`config.mk`:
```
export PLATFORM = sky130hd
export DESIGN_NAME = dac_sweep_sequencer
export DESIGN_NICKNAME = d
export VERILOG_FILES = /design/src/rtl/dac_seq_pkg.sv /design/src/rtl/dac_sweep_counter.sv /design/src/rtl/dac_sweep_sequencer.sv
export SDC_FILE = /design/constraint.sdc
export NUM_CORES = 1
export LEC_CHECK = 0
export CAP_MARGIN = 5
export CORE_AREA = 5 5 110 112
export DETAILED_ROUTE_END_ITERATION = 7
export DIE_AREA = 0 0 115 117
export PLACE_DENSITY = 0.59
export SLEW_MARGIN = 20
export SYNTH_ARGS = -nofsm -noshare
export SYNTH_HDL_FRONTEND = slang
export SYNTH_SLANG_ARGS = --single-unit
```
`constraint.sdc`:
```
create_clock -name clk -period 3.55 [get_ports clk]
set_input_delay 0.5325 -clock clk [delete_from_list [all_inputs] [get_ports clk]]
set_output_delay 0.5325 -clock clk [all_outputs]
set_load 0.1 [all_outputs]
```
`src/rtl/dac_seq_pkg.sv`:
```
// Shared types for the DAC sweep sequencer: FSM states, channel ids, output bundle.
// Pure declarations; no logic, no latency.
// No flow control.
package dac_seq_pkg;

    typedef enum logic [1:0] {
        IDLE  = 2'd0,
        ARM   = 2'd1,
        SWEEP = 2'd2,
        DONE  = 2'd3
    } seq_state_t;

    localparam logic [1:0] CH_R    = 2'd0;
    localparam logic [1:0] CH_G    = 2'd1;
    localparam logic [1:0] CH_B    = 2'd2;
    localparam logic [1:0] CH_NONE = 2'd3;

    localparam int CODE_MAX = 255;

    // Everything the DAC side sees, registered together as one bundle.
    typedef struct packed {
        logic [7:0] r;
        logic [7:0] g;
        logic [7:0] b;
        logic [2:0] bias;
        logic [1:0] chan;
        logic       sample;
        logic       busy;
        logic       done;
    } dac_out_t;

    function automatic logic [7:0] chan_code(input logic [1:0] sel,
                                             input logic [1:0] active_ch,
                                             input logic [7:0] code);
        return (sel == active_ch) ? code : 8'd0;
    endfunction

endpackage

```
`src/rtl/dac_sweep_counter.sv`:
```
// Sweep position counters (dwell, code, channel, bias) with freeze on blanking.
// Flags are combinational from the current count; counts update on the next edge.
// Stalls (holds all counts) whenever i_run or i_active is low.
module dac_sweep_counter
    import dac_seq_pkg::*;
#(
    parameter int DWELL_W    = 8,
    parameter int BIAS_FIRST = 0,
    parameter int BIAS_LAST  = 7,
    parameter int CODE_STEP  = 1
) (
    input  logic               i_clk,
    input  logic               i_rst,
    input  logic               i_init,
    input  logic               i_run,
    input  logic               i_active,
    input  logic [DWELL_W-1:0] i_dwell,
    output logic [7:0]         o_code,
    output logic [1:0]         o_chan,
    output logic [2:0]         o_bias_idx,
    output logic               o_sample,
    output logic               o_last_step
);

    localparam logic [8:0] STEP9     = 9'(CODE_STEP);
    localparam logic [8:0] CODE_MAX9 = 9'(CODE_MAX);
    localparam logic [2:0] BIAS_F3   = 3'(BIAS_FIRST);
    localparam logic [2:0] BIAS_L3   = 3'(BIAS_LAST);

    logic [DWELL_W-1:0] r_dcnt;
    logic [7:0]         r_code;
    logic [1:0]         r_chan;
    logic [2:0]         r_bias_idx;

    logic [DWELL_W-1:0] w_dwell_last;
    logic [8:0]         w_sum;
    logic               w_step;
    logic               w_dwell_end;
    logic               w_chan_end;
    logic               w_bias_end;

    // A dwell of 0 behaves as 1, so the terminal count is 0 in both cases.
    assign w_dwell_last = (i_dwell == '0) ? '0 : i_dwell - DWELL_W'(1);
    assign w_sum        = {1'b0, r_code} + STEP9;
    assign w_step       = i_run && i_active;
    assign w_dwell_end  = w_step && (r_dcnt == w_dwell_last);
    assign w_chan_end   = w_dwell_end && (w_sum > CODE_MAX9);
    assign w_bias_end   = w_chan_end && (r_chan == CH_B);

    always_ff @(posedge i_clk) begin
        if (i_rst) begin
            r_dcnt     <= '0;
            r_code     <= '0;
            r_chan     <= CH_R;
            r_bias_idx <= '0;
        end else if (i_init) begin
            r_dcnt     <= '0;
            r_code     <= '0;
            r_chan     <= CH_R;
            r_bias_idx <= BIAS_F3;
        end else if (w_step) begin
            if (w_dwell_end) begin
                r_dcnt <= '0;
                // Ramp never wraps: overflow past 255 hands over to the next channel.
                if (w_chan_end) begin
                    r_code <= '0;
                    if (r_chan == CH_B) begin
                        r_chan     <= CH_R;
                        r_bias_idx <= r_bias_idx + 3'd1;
                    end else begin
                        r_chan <= r_chan + 2'd1;
                    end
                end else begin
                    r_code <= w_sum[7:0];
                end
            end else begin
                r_dcnt <= r_dcnt + DWELL_W'(1);
            end
        end
    end

    assign o_code      = r_code;
    assign o_chan      = r_chan;
    assign o_bias_idx  = r_bias_idx;
    assign o_sample    = w_dwell_end;
    assign o_last_step = w_bias_end && (r_bias_idx == BIAS_L3);

endmodule

```
`src/rtl/dac_sweep_sequencer.sv`:
```
// Owns the RGB DAC buses and bias: pixel pass-through, or a frame-synced code sweep.
// All DAC-side outputs are registered: one cycle after the state/input that causes them.
// No backpressure; blanking stalls the sweep, abort/rst cancel it immediately.
module dac_sweep_sequencer
    import dac_seq_pkg::*;
#(
    parameter int DWELL_W    = 8,
    parameter int BIAS_FIRST = 0,
    parameter int BIAS_LAST  = 7,
    parameter int CODE_STEP  = 1
) (
    input  logic               clk,
    input  logic               rst,
    input  logic               start,
    input  logic               abort,
    input  logic [DWELL_W-1:0] dwell,
    input  logic [7:0]         pix_r,
    input  logic [7:0]         pix_g,
    input  logic [7:0]         pix_b,
    input  logic [2:0]         bias_in,
    input  logic               hblank,
    input  logic               vblank,
    output logic [7:0]         R,
    output logic [7:0]         G,
    output logic [7:0]         B,
    output logic [2:0]         bias,
    output logic [1:0]         chan,
    output logic               sample,
    output logic               busy,
    output logic               done
);

    seq_state_t         r_state;
    seq_state_t         w_state_nxt;
    logic [DWELL_W-1:0] r_dwell_q;
    logic               r_vblank_d;
    dac_out_t           r_out;
    dac_out_t           w_out_nxt;

    logic               w_vblank_rise;
    logic               w_active;
    logic               w_init;
    logic               w_run;
    logic               w_sample;
    logic               w_last_step;
    logic [7:0]         w_code;
    logic [1:0]         w_chan;
    logic [2:0]         w_bias_idx;

    assign w_vblank_rise = vblank && !r_vblank_d;
    assign w_active      = !hblank && !vblank;
    assign w_run         = (r_state == SWEEP);

    dac_sweep_counter #(
        .DWELL_W    (DWELL_W),
        .BIAS_FIRST (BIAS_FIRST),
        .BIAS_LAST  (BIAS_LAST),
        .CODE_STEP  (CODE_STEP)
    ) u_counter (
        .i_clk       (clk),
        .i_rst       (rst),
        .i_init      (w_init),
        .i_run       (w_run),
        .i_active    (w_active),
        .i_dwell     (r_dwell_q),
        .o_code      (w_code),
        .o_chan      (w_chan),
        .o_bias_idx  (w_bias_idx),
        .o_sample    (w_sample),
        .o_last_step (w_last_step)
    );

    always_ff @(posedge clk) begin
        if (rst) begin
            r_state    <= IDLE;
            r_dwell_q  <= '0;
            r_vblank_d <= 1'b0;
        end else begin
            r_state    <= w_state_nxt;
            r_vblank_d <= vblank;
            if (r_state == IDLE && start && !abort) begin
                r_dwell_q <= dwell;
            end
        end
    end

    always_comb begin
        w_state_nxt = r_state;
        w_init      = 1'b0;
        case (r_state)
            IDLE: begin
                if (start && !abort) begin
                    w_state_nxt = ARM;
                end
            end
            ARM: begin
                if (abort) begin
                    w_state_nxt = IDLE;
                end else if (w_vblank_rise) begin
                    w_state_nxt = SWEEP;
                    w_init      = 1'b1;
                end
            end
            SWEEP: begin
                if (abort) begin
                    w_state_nxt = IDLE;
                end else if (w_last_step) begin
                    w_state_nxt = DONE;
                end
            end
            DONE:    w_state_nxt = IDLE;
            default: w_state_nxt = IDLE;
        endcase
    end

    // Abort overrides the current state so the DACs are handed back on the very next edge.
    always_comb begin
        w_out_nxt.r      = pix_r;
        w_out_nxt.g      = pix_g;
        w_out_nxt.b      = pix_b;
        w_out_nxt.bias   = bias_in;
        w_out_nxt.chan   = CH_NONE;
        w_out_nxt.sample = 1'b0;
        w_out_nxt.busy   = (r_state != IDLE) && !abort;
        w_out_nxt.done   = (r_state == DONE) && !abort;
        if (r_state == SWEEP && !abort) begin
            w_out_nxt.r      = w_active ? chan_code(CH_R, w_chan, w_code) : 8'd0;
            w_out_nxt.g      = w_active ? chan_code(CH_G, w_chan, w_code) : 8'd0;
            w_out_nxt.b      = w_active ? chan_code(CH_B, w_chan, w_code) : 8'd0;
            w_out_nxt.bias   = w_bias_idx;
            w_out_nxt.chan   = w_chan;
            w_out_nxt.sample = w_sample;
        end
    end

    always_ff @(posedge clk) begin
        if (rst) begin
            r_out      <= '0;
            r_out.chan <= CH_NONE;
        end else begin
            r_out <= w_out_nxt;
        end
    end

    assign R      = r_out.r;
    assign G      = r_out.g;
    assign B      = r_out.b;
    assign bias   = r_out.bias;
    assign chan   = r_out.chan;
    assign sample = r_out.sample;
    assign busy   = r_out.busy;
    assign done   = r_out.done;

endmodule

```
[Yosys cells after proc, flatten, opt, wreduce, memory -nomap -nowiden]
Cells that the tools add are included.
Word-level totals
  output and inout bits: 32
  register bits after elaboration: 64
  logic and storage cells: 80
  input port bits: 41
Operators by class
  $lt $le $gt $ge: 1
  bitwise operators: 1
  mux-type cells: 20
  equal/unequal tests: 11
  reductions and logical operators: 27
  $add $sub $neg: 5
Operator list (number)
  $mux W8: 9
  $mux W30: 1
  $logic_and A1 B1 Y1: 13
  $mux W2: 6
  $add A8 B1 Y9 const B: 1
  $gt A9 B8 Y1 const B: 1
  $add A8 B1 Y8 const B: 1
  $eq A8 B8 Y1: 1
  $logic_not A8 Y1: 1
  $pmux W2 S4: 1
  $sub A8 B1 Y8 const B: 1
  $eq A2 B2 Y1 const B: 3
  $ne A3 B3 Y1 const B: 2
  $reduce_and A3 Y1: 2
  $logic_not A1 Y1: 4
  $logic_not A2 Y1: 2
  $reduce_and A4 Y1: 1
  $reduce_or A2 Y1: 2
  $add A3 B1 Y3 const B: 1
  $eq A3 B3 Y1 const B: 1
  $mux W1: 3
  $add A2 B1 Y2 const B: 1
  $eq A1 B2 Y1 const A: 1
  $eq A2 B1 Y1 const B: 1
  5 further kinds: 5

[Longest topological paths before layout]
Gate-level depths: netlist (run 1).
  depth after elaboration: 10
  mapped depth: 9
  mapped depth without buffers: 8

[By module]
From an unflattened synthesis (run 1), not the netlist that was laid out.
Second synthesis, totals
  cells, all modules: 321
  area total of the unflattened synthesis: 3111.7 µm²
Modules (own cells, without submodules)
  dac_sweep_counter: area each 1590.3 µm², sequential area each 420.4 µm², cells an instance 183, instances 1
  dac_sweep_sequencer: area each 1521.5 µm², sequential area each 860.8 µm², cells an instance 138, instances 1

[Worst setup path after synthesis (run 1)]
OpenSTA, ideal clock, no wires.
  kind: reg-to-reg
  start point: register r_dwell_q[0]
  end point: register u_counter.r_bias_idx[0] (netlist: u_counter.o_bias_idx[0])
  buffers on the path: 0
  clock period less this slack: 2.654 ns
  data arrival time: 2.583 ns
  data required time: 3.478 ns
  cell stages (with the launch flop): 9
  slack: 0.896 ns
  library setup time: 0.072 ns
  path through: dfxtp_1 -> inv_1 -> ha_1 -> or4b_4 -> o21ai_0 -> a2111oi_0 -> nand4_2 -> nor4_4 -> mux2i_1
Between the ends
  cells in the longest elaborated chain, start to end: 6
  elaborated cells between the ends (all ways): 7
  those cells by class: add/sub: 1; eq/ne: 1; mux: 1; reduce/logical: 4
RTL lines
  start: declaration: line dac_sweep_sequencer.sv:35  | logic [DWELL_W-1:0] r_dwell_q;
  start signal: assignment: line dac_sweep_sequencer.sv:82  | r_dwell_q <= dwell;
  $sub A8 B1 Y8 / $logic_not A8 Y1 (equally long branches): line dac_sweep_counter.sv:43  | assign w_dwell_last = (i_dwell == '0) ? '0 : i_dwell - DWELL_W'(1);
  $mux W8 (*): line dac_sweep_counter.sv:43
  $eq A8 B8 Y1 (*): line dac_sweep_counter.sv:46  | assign w_dwell_end = w_step && (r_dcnt == w_dwell_last);
  $logic_and A1 B1 Y1 (*): line dac_sweep_counter.sv:46
  $logic_and A1 B1 Y1: line dac_sweep_counter.sv:47  | assign w_chan_end = w_dwell_end && (w_sum > CODE_MAX9);
  $reduce_and A4 Y1 (no line) (*)
  end signal: assignment: line dac_sweep_counter.sv:69  | r_bias_idx <= r_bias_idx + 3'd1;
  end: declaration: line dac_sweep_counter.sv:33  | logic [2:0] r_bias_idx;
Every way passes the cells marked *; elsewhere a longest branch is shown, timed or not.
A chain may end at the register's enable or synchronous reset.

[Final worst setup path (run 1)]
  start point: register r_dwell_q[0]
  end point: register u_counter.r_bias_idx[1] (netlist: u_counter.o_bias_idx[1])
Same word-level chain as after synthesis.

==> report_table.html, run 1 <==
<table>
<tr><th>Metric</th><th>Value</th></tr>
<tr><th colspan="2">Run status</th></tr>
<tr><td>Result of the run</td><td>completed</td></tr>
<tr><th colspan="2">Synth</th></tr>
<tr><td>Cells after synthesis</td><td>approximately 380</td></tr>
<tr><td>Number of flops mapped to enable cells by yosys</td><td>0</td></tr>
<tr><td>Mean area per synthesized cell</td><td>8.57 um2</td></tr>
<tr><td>Register area share after synthesis</td><td>between 30% and 40%</td></tr>
<tr><td>Number of distinct library cells after synthesis</td><td>59</td></tr>
<tr><td>Count of warnings emitted by yosys</td><td>0</td></tr>
<tr><td>Synthesized netlist net count</td><td>422</td></tr>
<tr><td>Share of async-settable or async-resettable flops after synthesis</td><td>0%</td></tr>
<tr><td>Synthesized flop and latch total</td><td>between 60 and 70</td></tr>
<tr><td>Summed instance area of the synthesized netlist</td><td>~3200 um2</td></tr>
<tr><td>Most common flop cell mapped by yosys</td><td>sky130_fd_sc_hd__dfxtp_1</td></tr>
<tr><th colspan="2">Route</th></tr>
<tr><td>First DRT Iteration DRCs</td><td>139</td></tr>
<tr><td>Final routed DRC violation total</td><td>0</td></tr>
<tr><td>DR WL/cell</td><td>roughly 15 um</td></tr>
<tr><td>WL final</td><td>approximately 8500 um</td></tr>
<tr><td>Remaining number of nets flagged by the antenna check after routing</td><td>0</td></tr>
<tr><td>Via count</td><td>slightly below 3000</td></tr>
<tr><td>Post-DR vias/cell</td><td>a little over 5</td></tr>
<tr><td>Number of detailed-routing iterations run before antenna repair</td><td>4</td></tr>
<tr><th colspan="2">Timing</th></tr>
<tr><td>Fmax achieved</td><td>between 0.3 and 0.4 GHz</td></tr>
<tr><td>Final critical-path share of the clock period</td><td>roughly 87%</td></tr>
<tr><td>Slew Viols, Final</td><td>0</td></tr>
<tr><td>Unrepaired setup endpoints after global routing</td><td>no</td></tr>
<tr><td>Worst hold margin</td><td>roughly 0.49 ns</td></tr>
<tr><td>Total Neg Setup Slack</td><td>0 ns</td></tr>
<tr><td>Worst clock skew</td><td>between 0.005 and 0.006 ns</td></tr>
<tr><td>Final critical delay including setup and external delays</td><td>3.08 ns</td></tr>
<tr><td>Number of setup violations in the final report</td><td>0</td></tr>
<tr><td>Worst slew margin relative to its limit</td><td>around 28%</td></tr>
<tr><td>Least-Margin Pin Slew</td><td>~1.1 ns</td></tr>
<tr><td>Fin. Hold Viols</td><td>0</td></tr>
<tr><td>Worst-case setup margin in the final layout</td><td>0.467 ns</td></tr>
<tr><th colspan="2">GRT</th></tr>
<tr><td>Pin count of the biggest net entering global routing</td><td>29</td></tr>
<tr><td>Total congestion overflow after global routing</td><td>0</td></tr>
<tr><td>All-Layer GR Usage</td><td>12.7%</td></tr>
<tr><td>Antenna violations before repair</td><td>0</td></tr>
<tr><td>Global-route wire length before repair</td><td>approximately 14000 um</td></tr>
<tr><td>Via count of the first global-routing pass</td><td>approximately 2800</td></tr>
<tr><th colspan="2">Die</th></tr>
<tr><td>Num ports</td><td>73</td></tr>
<tr><td>Overall die width</td><td>about 120 um</td></tr>
<tr><td>Placeable Area</td><td>approximately 11000 um2</td></tr>
<tr><td>Die height</td><td>around 120 um</td></tr>
<tr><td>Starting Density</td><td>~29%</td></tr>
<tr><td>Die Area</td><td>13500 um2</td></tr>
<tr><td>Placement Rows</td><td>39</td></tr>
<tr><th colspan="2">Critical path</th></tr>
<tr><td>Path depth of the worst reg2reg path</td><td>8</td></tr>
<tr><td>Worst R2R Setup Slack</td><td>0.47 ns</td></tr>
<tr><td>Number of cells on the critical path</td><td>8</td></tr>
<tr><td>Family with the most delay on the worst path</td><td>simple AND/OR/NAND/NOR gates</td></tr>
<tr><td>CP Buf/Inv Count</td><td>1</td></tr>
<tr><td>Kind of start point of the critical path</td><td>flop</td></tr>
<tr><td>Capture point of the worst path</td><td>u_counter.o_bias_idx[1]</td></tr>
<tr><td>Required arrival time at the worst endpoint</td><td>3.81 ns</td></tr>
<tr><td>Slowest cell delay on critical path</td><td>between 0.6 and 0.7 ns</td></tr>
<tr><td>Destination of the worst register-to-register timing path</td><td>u_counter.o_bias_idx[1]</td></tr>
<tr><td>Source of the critical timing path</td><td>r_dwell_q[0]</td></tr>
<tr><td>List of cells traversed by the critical path</td><td>inv_1 &gt; ha_1 &gt; or4b_4 &gt; o21ai_0 &gt; a2111oi_0 &gt; nand4_2 &gt; nor4_4 &gt; mux2i_1</td></tr>
<tr><td>Worst R2R Start</td><td>r_dwell_q[0]</td></tr>
<tr><td>Start-to-end type of the worst setup path</td><td>flop to flop</td></tr>
<tr><td>Crit Path Max Fanout</td><td>10</td></tr>
<tr><td>Endpoint arrival time on the critical path</td><td>approximately 3.3 ns</td></tr>
<tr><td>Slowest library cell on the worst path</td><td>sky130_fd_sc_hd__a2111oi_0</td></tr>
<tr><td>Critical path capture point type</td><td>flop</td></tr>
<tr><th colspan="2">Place</th></tr>
<tr><td>DP HPWL</td><td>around 6300 um</td></tr>
<tr><td>Post-placement setup slack</td><td>roughly 0.46 ns</td></tr>
<tr><td>Dpl cells</td><td>between 500 and 600</td></tr>
<tr><td>Count of buffers from port buffering</td><td>72</td></tr>
<tr><td>Routability congestion estimate from global placement</td><td>0.865</td></tr>
<tr><th colspan="2">Power</th></tr>
<tr><td>Worst vdd ir</td><td>0.236 mV</td></tr>
<tr><td>Power per standard cell area</td><td>448 nW/um2</td></tr>
<tr><td>Static leakage power</td><td>between 1.5 and 2 nW</td></tr>
<tr><th colspan="2">Finish</th></tr>
<tr><td>Layout overhead on the synthesized area</td><td>33.8%</td></tr>
<tr><td>Layout Cells excl Fill</td><td>just under 600</td></tr>
<tr><td>Nets</td><td>a little under 500</td></tr>
<tr><td>Commonest cells after routing, fill and taps aside</td><td>sky130_fd_sc_hd__clkdlybuf4s50_1 (72), sky130_fd_sc_hd__dfxtp_1 (64), sky130_fd_sc_hd__nand2_1 (38)</td></tr>
<tr><td>Most frequent standard cell in the layout excluding fill and tap cells</td><td>sky130_fd_sc_hd__clkdlybuf4s50_1</td></tr>
<tr><td>Inserted Diodes</td><td>0</td></tr>
<tr><td>Fraction of layout cells with a size suffix above 1</td><td>8.39%</td></tr>
<tr><th colspan="2">Clock tree</th></tr>
<tr><td>Sinks on the clock net</td><td>64</td></tr>
<tr><td>Post-CTS repair timing setup buffer count</td><td>0</td></tr>
<tr><td>CTS tree</td><td>yes</td></tr>
<tr><td>Max clock buf depth</td><td>2</td></tr>
<tr><td>Clock tree root driver cell</td><td>sky130_fd_sc_hd__clkbuf_16</td></tr>
<tr><td>Number of hold-repair buffers added at the cts stage</td><td>0</td></tr>
<tr><td>Clock-pin slew on the worst setup and hold paths</td><td>around 0.060 ns</td></tr>
<tr><td>Latest clock arrival within the worst-skew pair</td><td>~0.33 ns</td></tr>
<tr><td>CTS H-tree depth</td><td>3</td></tr>
<tr><td>CTS buffer count</td><td>9</td></tr>
<tr><td>CTS resizes</td><td>0</td></tr>
<tr><th colspan="2">Job</th></tr>
<tr><td>Max-cap violation count</td><td>0</td></tr>
<tr><th colspan="2">Hold path</th></tr>
<tr><td>Min-Delay Path Class</td><td>flop to flop</td></tr>
</table>
## flip-flops by register name (all words and copies together) (netlist names), 3 cells and up
signal,count
u_counter.o_bias_idx,3
r_dwell_q,8
bias,3
R,8
B,8
u_counter.o_code,8
G,8
u_counter.r_dcnt,8
## worst min path at each step
stage	depth (start not counted)	start	to	slack, ns
floorplan	2	u_counter.o_bias_idx[1]	bias[1]	0.45
global route	2	u_counter.o_bias_idx[2]	u_counter.o_bias_idx[2]	0.50
finish	2	u_counter.o_bias_idx[2]	u_counter.o_bias_idx[2]	0.49
CTS	2	u_counter.o_bias_idx[2]	u_counter.o_bias_idx[2]	0.49
global placement	2	u_counter.o_bias_idx[2]	u_counter.o_bias_idx[2]	0.47
detailed placement	2	u_counter.o_bias_idx[2]	u_counter.o_bias_idx[2]	0.48
## report_power, final
| group | leakage [nW] | internal [mW] | total (mW) | switching, mW |
|---|---|---|---|---|
| Sequential | 0.524 | 0.741 | 0.757 | 0.0160 |
| Clock | 0.134 | 0.485 | 0.808 | 0.322 |
| Combinational | 0.933 | 0.125 | 0.360 | 0.235 |
## synth_stat cells, types with 6 or more instances
cell type                  count  share of area [%]
sky130_fd_sc_hd__a21oi_1      20                3.1
sky130_fd_sc_hd__a22oi_1      21                4.9
sky130_fd_sc_hd__and3_1       10                1.9
sky130_fd_sc_hd__clkbuf_1     19                2.2
sky130_fd_sc_hd__dfxtp_1      64                 40
sky130_fd_sc_hd__ha_1          6                2.3
sky130_fd_sc_hd__inv_1         9                1.1
sky130_fd_sc_hd__nand2_1      38                4.4
sky130_fd_sc_hd__nand2b_1      6                1.2
sky130_fd_sc_hd__nand3_1       8                1.2
sky130_fd_sc_hd__nand4_1       6                1.2
sky130_fd_sc_hd__nor2_1       36                4.2
sky130_fd_sc_hd__nor3_1       20                3.1
sky130_fd_sc_hd__o21ai_0       8                1.2
sky130_fd_sc_hd__xor2_1        9                2.5
## cell type report
| class | count | area [um2] |
|---|---|---|
| fill | 1155 | 6830 |
| multi-input combinational | 275 | 1770 |
| sequential | 64 | 1280 |
| timing repair buffer | 77 | 758 |
| clock buffer | 10 | 239 |
| tap | 143 | 179 |
| clock inverter | 6 | 35.0 |
| inverter | 9 | 33.8 |
## logic make-up after synthesis
kind of cell	share of synthesized area (%)
AOI/OAI and AO/OA	20.1
xor gates and xnor gates	3.54
adders and majority gates	2.34
buffers and inverters	4.91
DFF	39.9
muxes	1.56
and+or+nand+nor	27.6
## worst reg2reg max path: cells and delay by family (launching register included)
kind                     cells  cell delay, ns
flip-flops                   1            0.41
AND/OR/NAND/NOR              3            1.18
buffers and inverters        1            0.09
AO/OA/AOI/OAI                2            0.80
multiplexers                 1            0.25
adder cells (fa/ha/maj)      1            0.28
## routing by layer
metal  part of all wire [%]  global-route usage [%]  routed length [um]  vias up
met1                     47                    15.9                3990     1355
met2                     44                    20.8                3710      103
met3                    8.0                    4.01                 684       13
li1                       -                       -                   -     1493
met5                      0                       0                   0        -
met4                    1.6                    4.54                 140        0
## stage by stage
step                cell area, um2  utilization (%)  total power [mW]
floorplan                     3210                -              1.03
global placement              4030             36.2              1.13
detailed placement            4030             36.2              1.13
CTS                           4300             38.7              1.94
global route                  4300             38.7              2.00
finish                        4300             38.7              1.92
No activity file was read; power rests on OpenSTA's default activity.
==> run 2, diff against run 1 <==
--- a/config.mk
+++ b/config.mk
@@ -10,7 +10,9 @@
 export DETAILED_ROUTE_END_ITERATION = 7
 export DIE_AREA = 0 0 115 117
 export PLACE_DENSITY = 0.59
+export REMOVE_ABC_BUFFERS = 1
 export SLEW_MARGIN = 20
 export SYNTH_ARGS = -nofsm -noshare
 export SYNTH_HDL_FRONTEND = slang
 export SYNTH_SLANG_ARGS = --single-unit
+export TNS_END_PERCENT = 1
==> run 2 against run 1 <==
Routed wire length down 0.74%. Critical endpoint is now u_counter.o_bias_idx[2]. Global-route usage down 0.33 points. Power up 2.0%. Hold slack worse by 0.0048 ns.
==> report_table.html, run 2 (synthesized netlist as in run 1, its figures left out) <==
<table>
<tr><th>Metric</th><th>Value</th></tr>
<tr><th colspan="2">Run status</th></tr>
<tr><td>Result of the run</td><td>completed (unchanged)</td></tr>
<tr><th colspan="2">Timing</th></tr>
<tr><td>Number of setup violations in the final report</td><td>0 (unchanged)</td></tr>
<tr><td>Unrepaired setup endpoints after global routing</td><td>no (unchanged)</td></tr>
<tr><td>Worst clock skew</td><td>0.00730 ns (was 0.00580 ns)</td></tr>
<tr><td>Worst slew margin relative to its limit</td><td>34.5% (was 27.9%)</td></tr>
<tr><td>Fin. Hold Viols</td><td>0 (unchanged)</td></tr>
<tr><td>Fmax achieved</td><td>0.319 GHz (was 0.324 GHz)</td></tr>
<tr><td>Final critical delay including setup and external delays</td><td>3.13 ns (was 3.08 ns)</td></tr>
<tr><td>Least-Margin Pin Slew</td><td>0.979 ns (was 1.08 ns)</td></tr>
<tr><td>Final critical-path share of the clock period</td><td>88.2% (was 86.8%)</td></tr>
<tr><td>Slew Viols, Final</td><td>0 (unchanged)</td></tr>
<tr><td>Total Neg Setup Slack</td><td>0 ns (unchanged)</td></tr>
<tr><th colspan="2">Clock tree</th></tr>
<tr><td>CTS buffer count</td><td>9 (unchanged)</td></tr>
<tr><td>Sinks on the clock net</td><td>64 (unchanged)</td></tr>
<tr><td>CTS resizes</td><td>0 (unchanged)</td></tr>
<tr><td>Max clock buf depth</td><td>2 (unchanged)</td></tr>
<tr><td>Clock tree root driver cell</td><td>sky130_fd_sc_hd__clkbuf_16 (unchanged)</td></tr>
<tr><td>Number of hold-repair buffers added at the cts stage</td><td>0 (unchanged)</td></tr>
<tr><td>CTS H-tree depth</td><td>3 (unchanged)</td></tr>
<tr><td>CTS tree</td><td>yes (unchanged)</td></tr>
<tr><td>Clock-pin slew on the worst setup and hold paths</td><td>0.06 ns (about the same)</td></tr>
<tr><td>Post-CTS repair timing setup buffer count</td><td>0 (unchanged)</td></tr>
<tr><td>Latest clock arrival within the worst-skew pair</td><td>0.32 ns (was 0.33 ns)</td></tr>
<tr><th colspan="2">Route</th></tr>
<tr><td>Post-DR vias/cell</td><td>5.02 (was 5.08)</td></tr>
<tr><td>Via count</td><td>2943 (was 2964)</td></tr>
<tr><td>Remaining number of nets flagged by the antenna check after routing</td><td>0 (unchanged)</td></tr>
<tr><td>Number of detailed-routing iterations run before antenna repair</td><td>4 (unchanged)</td></tr>
<tr><td>WL final</td><td>8460 um (was 8530 um)</td></tr>
<tr><td>DR WL/cell</td><td>14.4 um (was 14.6 um)</td></tr>
<tr><td>First DRT Iteration DRCs</td><td>141 (was 139)</td></tr>
<tr><td>Final routed DRC violation total</td><td>0 (unchanged)</td></tr>
<tr><th colspan="2">Critical path</th></tr>
<tr><td>Required arrival time at the worst endpoint</td><td>3.80 ns (was 3.81 ns)</td></tr>
<tr><td>Source of the critical timing path</td><td>r_dwell_q[0] (unchanged)</td></tr>
<tr><td>List of cells traversed by the critical path</td><td>inv_1 &gt; ha_1 &gt; or4b_4 &gt; o21ai_0 &gt; a2111oi_0 &gt; nand4_2 &gt; nor4_4 &gt; mux2i_1 (unchanged)</td></tr>
<tr><td>Slowest cell delay on critical path</td><td>0.69 ns (was 0.64 ns)</td></tr>
<tr><td>Start-to-end type of the worst setup path</td><td>flop to flop (unchanged)</td></tr>
<tr><td>Slowest library cell on the worst path</td><td>sky130_fd_sc_hd__a2111oi_0 (unchanged)</td></tr>
<tr><td>Worst R2R Start</td><td>r_dwell_q[0] (unchanged)</td></tr>
<tr><td>Critical path capture point type</td><td>flop (unchanged)</td></tr>
<tr><td>Worst R2R Setup Slack</td><td>0.42 ns (was 0.47 ns)</td></tr>
<tr><td>Crit Path Max Fanout</td><td>10 (unchanged)</td></tr>
<tr><td>Destination of the worst register-to-register timing path</td><td>u_counter.o_bias_idx[2] (was u_counter.o_bias_idx[1])</td></tr>
<tr><td>Path depth of the worst reg2reg path</td><td>8 (unchanged)</td></tr>
<tr><td>Kind of start point of the critical path</td><td>flop (unchanged)</td></tr>
<tr><td>Endpoint arrival time on the critical path</td><td>3.38 ns (was 3.34 ns)</td></tr>
<tr><th colspan="2">Power</th></tr>
<tr><td>Proportion of power drawn by the clock network</td><td>42.9% (was 42.0%)</td></tr>
<tr><td>Logic gate share of total power</td><td>18.5% (was 18.7%)</td></tr>
<tr><td>Switching portion of total power</td><td>28.5% (was 29.8%)</td></tr>
<tr><td>Worst vdd ir</td><td>0.231 mV (was 0.236 mV)</td></tr>
<tr><td>Power per standard cell area</td><td>453 nW/um2 (was 448 nW/um2)</td></tr>
<tr><td>Switching pwr</td><td>0.560 mW (was 0.573 mW)</td></tr>
<tr><td>Cell internal power dissipation</td><td>1.40 mW (was 1.35 mW)</td></tr>
<tr><td>Static leakage power</td><td>1.61 nW (was 1.59 nW)</td></tr>
<tr><td>Flop pwr share</td><td>38.6% (was 39.4%)</td></tr>
<tr><td>Total power after layout</td><td>1.96 mW (was 1.92 mW)</td></tr>
<tr><th colspan="2">Finish</th></tr>
<tr><td>Fraction of layout cells with a size suffix above 1</td><td>8.80% (was 8.39%)</td></tr>
<tr><td>Layout overhead on the synthesized area</td><td>34.9% (was 33.8%)</td></tr>
<tr><td>Most frequent standard cell in the layout excluding fill and tap cells</td><td>sky130_fd_sc_hd__clkdlybuf4s50_1 (unchanged)</td></tr>
<tr><td>Post-route cell area</td><td>4340 um2 (was 4300 um2)</td></tr>
<tr><td>Inserted Diodes</td><td>0 (unchanged)</td></tr>
<tr><td>End-of-flow core utilization</td><td>39.0% (was 38.7%)</td></tr>
<tr><td>Nets</td><td>486 (was 483)</td></tr>
<tr><td>Fill cell instance count of the final layout</td><td>1172 (was 1155)</td></tr>
<tr><td>Commonest cells after routing, fill and taps aside</td><td>sky130_fd_sc_hd__clkdlybuf4s50_1 (72), sky130_fd_sc_hd__dfxtp_1 (64), sky130_fd_sc_hd__nand2_1 (38) (unchanged)</td></tr>
<tr><th colspan="2">Die</th></tr>
<tr><td>Die Area</td><td>13500 um2 (unchanged)</td></tr>
<tr><td>Starting Density</td><td>28.9% (unchanged)</td></tr>
<tr><td>Placeable Area</td><td>11100 um2 (unchanged)</td></tr>
<tr><td>Die height</td><td>117 um (unchanged)</td></tr>
<tr><td>Placement Rows</td><td>39 (unchanged)</td></tr>
<tr><td>Num ports</td><td>73 (unchanged)</td></tr>
<tr><td>Overall die width</td><td>115 um (unchanged)</td></tr>
<tr><th colspan="2">Job</th></tr>
<tr><td>Max-cap violation count</td><td>0 (unchanged)</td></tr>
<tr><th colspan="2">Place</th></tr>
<tr><td>Count of buffers from port buffering</td><td>72 (unchanged)</td></tr>
<tr><td>DP HPWL</td><td>6220 um (was 6270 um)</td></tr>
<tr><td>Routability congestion estimate from global placement</td><td>0.885 (was 0.865)</td></tr>
<tr><td>Post-DP Area</td><td>4050 um2 (was 4030 um2)</td></tr>
<tr><th colspan="2">GRT</th></tr>
<tr><td>Antenna violations before repair</td><td>0 (unchanged)</td></tr>
<tr><td>All-Layer GR Usage</td><td>12.4% (was 12.7%)</td></tr>
<tr><td>Total congestion overflow after global routing</td><td>0 (unchanged)</td></tr>
<tr><td>Via count of the first global-routing pass</td><td>2769 (was 2845)</td></tr>
<tr><td>Global-route wire length before repair</td><td>13500 um (was 13800 um)</td></tr>
<tr><td>Pin count of the biggest net entering global routing</td><td>30 (was 29)</td></tr>
<tr><th colspan="2">Hold path</th></tr>
<tr><td>Sink of the worst hold path</td><td>bias[2] (was u_counter.o_bias_idx[2])</td></tr>
<tr><td>Min-Delay Path Class</td><td>flop to flop (unchanged)</td></tr>
<tr><td>Min-Delay Startpoint</td><td>u_counter.o_bias_idx[2] (unchanged)</td></tr>
<tr><td>Hold path cells</td><td>2 (unchanged)</td></tr>
</table>
-- run 2: cell types whose count changed in the layout (fill, tap and decap cells not counted), sizes merged --
| cell | previous run | this run |
|---|---|---|
| buf | 5 | 8 |
| clkbuf | 10 | 9 |
| bufinv | 0 | 1 |
| clkinvlp | 2 | 1 |
-- run 2: critical path: cells and delay by family, from the launching register on --
family          cells  cell delay [ns]
compound gates      2             0.86
fa+ha+maj           1             0.29
buf+inv             1             0.08
flops               1             0.40
mux                 1             0.23
simple gates        3             1.19
-- run 2: worst max path at each step --
| stage | end | slack (ns) | cells past startpoint |
|---|---|---|---|
| after CTS | u_counter.o_bias_idx[2] | 0.46 | 8 |
| after global routing | u_counter.o_bias_idx[2] | 0.12 | 8 |
| after detailed placement | u_counter.o_bias_idx[2] | 0.46 | 8 |
| after floorplan | u_counter.o_bias_idx[0] | 0.90 | 8 |
| after global placement | u_counter.o_bias_idx[1] | 0.61 | 8 |
| final | u_counter.o_bias_idx[2] | 0.42 | 8 |
-- run 2: per-layer routing --
layer	up-vias	track usage (%)	share of wire (%)
met5	-	0	0
met2	81	21.0	47
met1	1357	15.6	47
met4	0	4.07	1.1
li1	1499	-	-
met3	6	2.98	5.6
-- run 2: metrics by stage --
stage                     hold slack (ns)  setup WS (ns)  cells
after floorplan                     0.443          0.895    348
after global placement              0.465          0.613    571
after detailed placement            0.475          0.455    571
after CTS                           0.484          0.465    586
after global routing                0.514          0.122    586
final                               0.481          0.419    586
-- run 2: cell type report --
cell class	instances	area, um2	area share, %
clock buffer	9	225	5.19
tap	143	179	4.13
multi-input combinational	275	1770	40.9
timing repair buffer	80	781	18.0
sequential	64	1280	29.6
inverter	9	33.8	0.779
clock inverter	6	61.3	1.41
-- run 2: power groups by stage --
stage / combinational, mW / clock, mW / sequential, mW
floorplan: 0.120 / 0 / 0.894
global placement: 0.360 / 0 / 0.772
detailed placement: 0.363 / 0 / 0.772
CTS: 0.364 / 0.862 / 0.757
global route: 0.385 / 0.898 / 0.759
finish: 0.364 / 0.843 / 0.757
==> run 3, diff against run 2 <==
--- a/config.mk
+++ b/config.mk
@@ -7,8 +7,10 @@
 export LEC_CHECK = 0
 export CAP_MARGIN = 5
 export CORE_AREA = 5 5 110 112
+export CTS_CLUSTER_DIAMETER = 50
 export DETAILED_ROUTE_END_ITERATION = 7
 export DIE_AREA = 0 0 115 117
+export GPL_ROUTABILITY_DRIVEN = 0
 export PLACE_DENSITY = 0.59
 export REMOVE_ABC_BUFFERS = 1
 export SLEW_MARGIN = 20
==> constraint.sdc (replaced) <==
create_clock -name clk -period 3.55 [get_ports clk]
set_input_delay 0.71 -clock clk [delete_from_list [all_inputs] [get_ports clk]]
set_output_delay 0.71 -clock clk [all_outputs]
set_load 0.1 [all_outputs]
==> run 3 against run 2 <==
Core utilization up 0.19 points. Combinational power about the same. Non-clock buffer count unchanged. Register-to-register slack better by 0.05 ns. Largest cell class unchanged. Maximum frequency up 1.7%. Critical endpoint is now u_counter.o_bias_idx[1]. Final cell count up 0.17%. Count of clock-buffer cells in the layout up 2. Via count down 0.88%. Sequential power about the same. Setup slack better by 0.053 ns. Power up 3.0%.
==> report_table.html, run 3 (synthesized netlist as in run 1, its figures left out) <==
<table>
<tr><th>Metric</th><th>Value</th></tr>
<tr><th colspan="2">Run status</th></tr>
<tr><td>Result of the run</td><td>completed (unchanged)</td></tr>
<tr><th colspan="2">Critical path</th></tr>
<tr><td>Number of cells on the critical path</td><td>8 (unchanged)</td></tr>
<tr><td>Kind of start point of the critical path</td><td>flop (unchanged)</td></tr>
<tr><td>Endpoint arrival time on the critical path</td><td>3.34 ns (was 3.38 ns)</td></tr>
<tr><td>Path depth of the worst reg2reg path</td><td>8 (unchanged)</td></tr>
<tr><td>Worst R2R Setup Slack</td><td>0.47 ns (was 0.42 ns)</td></tr>
<tr><td>Family with the most delay on the worst path</td><td>simple AND/OR/NAND/NOR gates (unchanged)</td></tr>
<tr><td>Crit Path Max Fanout</td><td>10 (unchanged)</td></tr>
<tr><td>Required arrival time at the worst endpoint</td><td>3.81 ns (was 3.80 ns)</td></tr>
<tr><td>Slowest cell delay on critical path</td><td>0.65 ns (was 0.69 ns)</td></tr>
<tr><td>Critical path capture point type</td><td>flop (unchanged)</td></tr>
<tr><td>Start-to-end type of the worst setup path</td><td>flop to flop (unchanged)</td></tr>
<tr><td>Slowest library cell on the worst path</td><td>sky130_fd_sc_hd__a2111oi_0 (unchanged)</td></tr>
<tr><td>CP Buf/Inv Count</td><td>1 (unchanged)</td></tr>
<tr><td>List of cells traversed by the critical path</td><td>inv_1 &gt; ha_1 &gt; or4b_4 &gt; o21ai_0 &gt; a2111oi_0 &gt; nand4_2 &gt; nor4_4 &gt; mux2i_1 (unchanged)</td></tr>
<tr><th colspan="2">Timing</th></tr>
<tr><td>Total Neg Setup Slack</td><td>0 ns (unchanged)</td></tr>
<tr><td>Worst clock skew</td><td>0.00527 ns (was 0.00730 ns)</td></tr>
<tr><td>Number of setup violations in the final report</td><td>0 (unchanged)</td></tr>
<tr><td>Slew Viols, Final</td><td>0 (unchanged)</td></tr>
<tr><td>Fmax achieved</td><td>0.325 GHz (was 0.319 GHz)</td></tr>
<tr><td>Worst hold margin</td><td>0.478 ns (was 0.481 ns)</td></tr>
<tr><td>Least-Margin Pin Slew</td><td>0.982 ns (was 0.979 ns)</td></tr>
<tr><td>Final critical delay including setup and external delays</td><td>3.08 ns (was 3.13 ns)</td></tr>
<tr><td>Unrepaired setup endpoints after global routing</td><td>no (unchanged)</td></tr>
<tr><td>Fin. Hold Viols</td><td>0 (unchanged)</td></tr>
<tr><td>Final critical-path share of the clock period</td><td>86.7% (was 88.2%)</td></tr>
<tr><td>Worst slew margin relative to its limit</td><td>34.4% (was 34.5%)</td></tr>
<tr><th colspan="2">GRT</th></tr>
<tr><td>Via count of the first global-routing pass</td><td>2759 (was 2769)</td></tr>
<tr><td>GR Util met3</td><td>3.75% (was 2.98%)</td></tr>
<tr><td>Met2 GRT Util</td><td>20.8% (was 21.0%)</td></tr>
<tr><td>Antenna violations before repair</td><td>0 (unchanged)</td></tr>
<tr><td>Busiest layer in global routing</td><td>met2 (unchanged)</td></tr>
<tr><td>Met1 track demand over resource in global routing</td><td>17.2% (was 15.6%)</td></tr>
<tr><td>All-Layer GR Usage</td><td>13.1% (was 12.4%)</td></tr>
<tr><td>Total congestion overflow after global routing</td><td>0 (unchanged)</td></tr>
<tr><td>Pin count of the biggest net entering global routing</td><td>29 (was 30)</td></tr>
<tr><td>Global-route wire length before repair</td><td>14100 um (was 13500 um)</td></tr>
<tr><th colspan="2">Place</th></tr>
<tr><td>Post-DP Area</td><td>4050 um2 (unchanged)</td></tr>
<tr><td>DP HPWL</td><td>6250 um (was 6220 um)</td></tr>
<tr><td>Count of buffers from port buffering</td><td>72 (unchanged)</td></tr>
<tr><th colspan="2">Clock tree</th></tr>
<tr><td>Sinks on the clock net</td><td>64 (unchanged)</td></tr>
<tr><td>Latest clock arrival within the worst-skew pair</td><td>0.33 ns (was 0.32 ns)</td></tr>
<tr><td>Clock-pin slew on the worst setup and hold paths</td><td>0.06 ns (about the same)</td></tr>
<tr><td>Number of hold-repair buffers added at the cts stage</td><td>0 (unchanged)</td></tr>
<tr><td>CTS resizes</td><td>0 (unchanged)</td></tr>
<tr><td>Clock tree root driver cell</td><td>sky130_fd_sc_hd__clkbuf_16 (unchanged)</td></tr>
<tr><td>Post-CTS repair timing setup buffer count</td><td>0 (unchanged)</td></tr>
<tr><td>CTS tree</td><td>yes (unchanged)</td></tr>
<tr><td>Max clock buf depth</td><td>2 (unchanged)</td></tr>
<tr><td>CTS H-tree depth</td><td>3 (unchanged)</td></tr>
<tr><td>CTS buffer count</td><td>9 (unchanged)</td></tr>
<tr><th colspan="2">Power</th></tr>
<tr><td>Static leakage power</td><td>1.62 nW (was 1.61 nW)</td></tr>
<tr><td>Power per standard cell area</td><td>464 nW/um2 (was 453 nW/um2)</td></tr>
<tr><td>Worst vdd ir</td><td>0.227 mV (was 0.231 mV)</td></tr>
<tr><td>Total power after layout</td><td>2.02 mW (was 1.96 mW)</td></tr>
<tr><th colspan="2">Route</th></tr>
<tr><td>Final routed DRC violation total</td><td>0 (unchanged)</td></tr>
<tr><td>WL final</td><td>8550 um (was 8460 um)</td></tr>
<tr><td>DR WL/cell</td><td>14.6 um (was 14.4 um)</td></tr>
<tr><td>Number of detailed-routing iterations run before antenna repair</td><td>4 (unchanged)</td></tr>
<tr><td>First DRT Iteration DRCs</td><td>121 (was 141)</td></tr>
<tr><td>Via count</td><td>2917 (was 2943)</td></tr>
<tr><td>Remaining number of nets flagged by the antenna check after routing</td><td>0 (unchanged)</td></tr>
<tr><td>Post-DR vias/cell</td><td>4.97 (was 5.02)</td></tr>
<tr><th colspan="2">Die</th></tr>
<tr><td>Placement Rows</td><td>39 (unchanged)</td></tr>
<tr><td>Placeable Area</td><td>11100 um2 (unchanged)</td></tr>
<tr><td>Die Area</td><td>13500 um2 (unchanged)</td></tr>
<tr><td>Num ports</td><td>73 (unchanged)</td></tr>
<tr><td>Starting Density</td><td>28.9% (unchanged)</td></tr>
<tr><td>Die height</td><td>117 um (unchanged)</td></tr>
<tr><td>Overall die width</td><td>115 um (unchanged)</td></tr>
<tr><th colspan="2">Finish</th></tr>
<tr><td>Fraction of layout cells with a size suffix above 1</td><td>9.01% (was 8.80%)</td></tr>
<tr><td>Layout overhead on the synthesized area</td><td>35.6% (was 34.9%)</td></tr>
<tr><td>Fill cell instance count of the final layout</td><td>1156 (was 1172)</td></tr>
<tr><td>Post-route cell area</td><td>4360 um2 (was 4340 um2)</td></tr>
<tr><td>Most frequent standard cell in the layout excluding fill and tap cells</td><td>sky130_fd_sc_hd__clkdlybuf4s50_1 (unchanged)</td></tr>
<tr><td>Nets</td><td>486 (unchanged)</td></tr>
<tr><td>Inserted Diodes</td><td>0 (unchanged)</td></tr>
<tr><td>Commonest cells after routing, fill and taps aside</td><td>sky130_fd_sc_hd__clkdlybuf4s50_1 (72), sky130_fd_sc_hd__dfxtp_1 (64), sky130_fd_sc_hd__nand2_1 (38) (unchanged)</td></tr>
<tr><td>End-of-flow core utilization</td><td>39.2% (was 39.0%)</td></tr>
<tr><th colspan="2">Hold path</th></tr>
<tr><td>Min-Delay Path Class</td><td>flop to flop (unchanged)</td></tr>
<tr><td>Hold path cells</td><td>2 (unchanged)</td></tr>
<tr><th colspan="2">Job</th></tr>
<tr><td>Max-cap violation count</td><td>0 (unchanged)</td></tr>
</table>
==> run 3: changes by cell type in the layout (fill, tap and decap cells not counted) <==
cell	change
sky130_fd_sc_hd__clkbuf_8	+2
sky130_fd_sc_hd__clkinv_2	-1
sky130_fd_sc_hd__clkinv_4	-1
sky130_fd_sc_hd__clkinvlp_4	+1
==> run 3: tightest hold or removal path: stages, from the launching register on <==
cell and delay [ns]:
sky130_fd_sc_hd__dfxtp_1 0.32, sky130_fd_sc_hd__nand2_1 0.06, sky130_fd_sc_hd__a21oi_1 0.05
==> run 3: stage by stage <==
step / setup WS (ns) / std cells
after global routing: 0.218 / 587
after floorplan: 0.895 / 348
final: 0.472 / 587
after CTS: 0.463 / 587
after detailed placement: 0.472 / 571
after global placement: 0.641 / 571
==> run 3: layer usage <==
layer	vias up	wire length [um]
li1	1504	-
met5	-	0
met4	0	76
met2	85	3920
met3	6	511
met1	1322	4040
==> run 3: worst paths after layout <==
kind,startpoint,endpoint
min,u_counter.o_bias_idx[2],bias[2]
max,r_dwell_q[0],u_counter.o_bias_idx[1]
max reg2reg,r_dwell_q[0],u_counter.o_bias_idx[1]
min reg2reg,u_counter.o_bias_idx[2],bias[2]
==> run 3: power by group <==
part           internal [mW]  switching (mW)
Clock                  0.579           0.324
Combinational          0.126           0.236
Sequential             0.741          0.0159
Total                   1.45           0.576
==> run 3: final cells by class <==
class	count	area (um2)	area share (%)
multi-input cells	275	1770	40.7
inverters	9	33.8	0.775
repair buffers	80	781	17.9
flip-flops and latches	64	1280	29.4
clock inverters	5	55.1	1.26
well taps	143	179	4.11
clock buffers	11	253	5.80
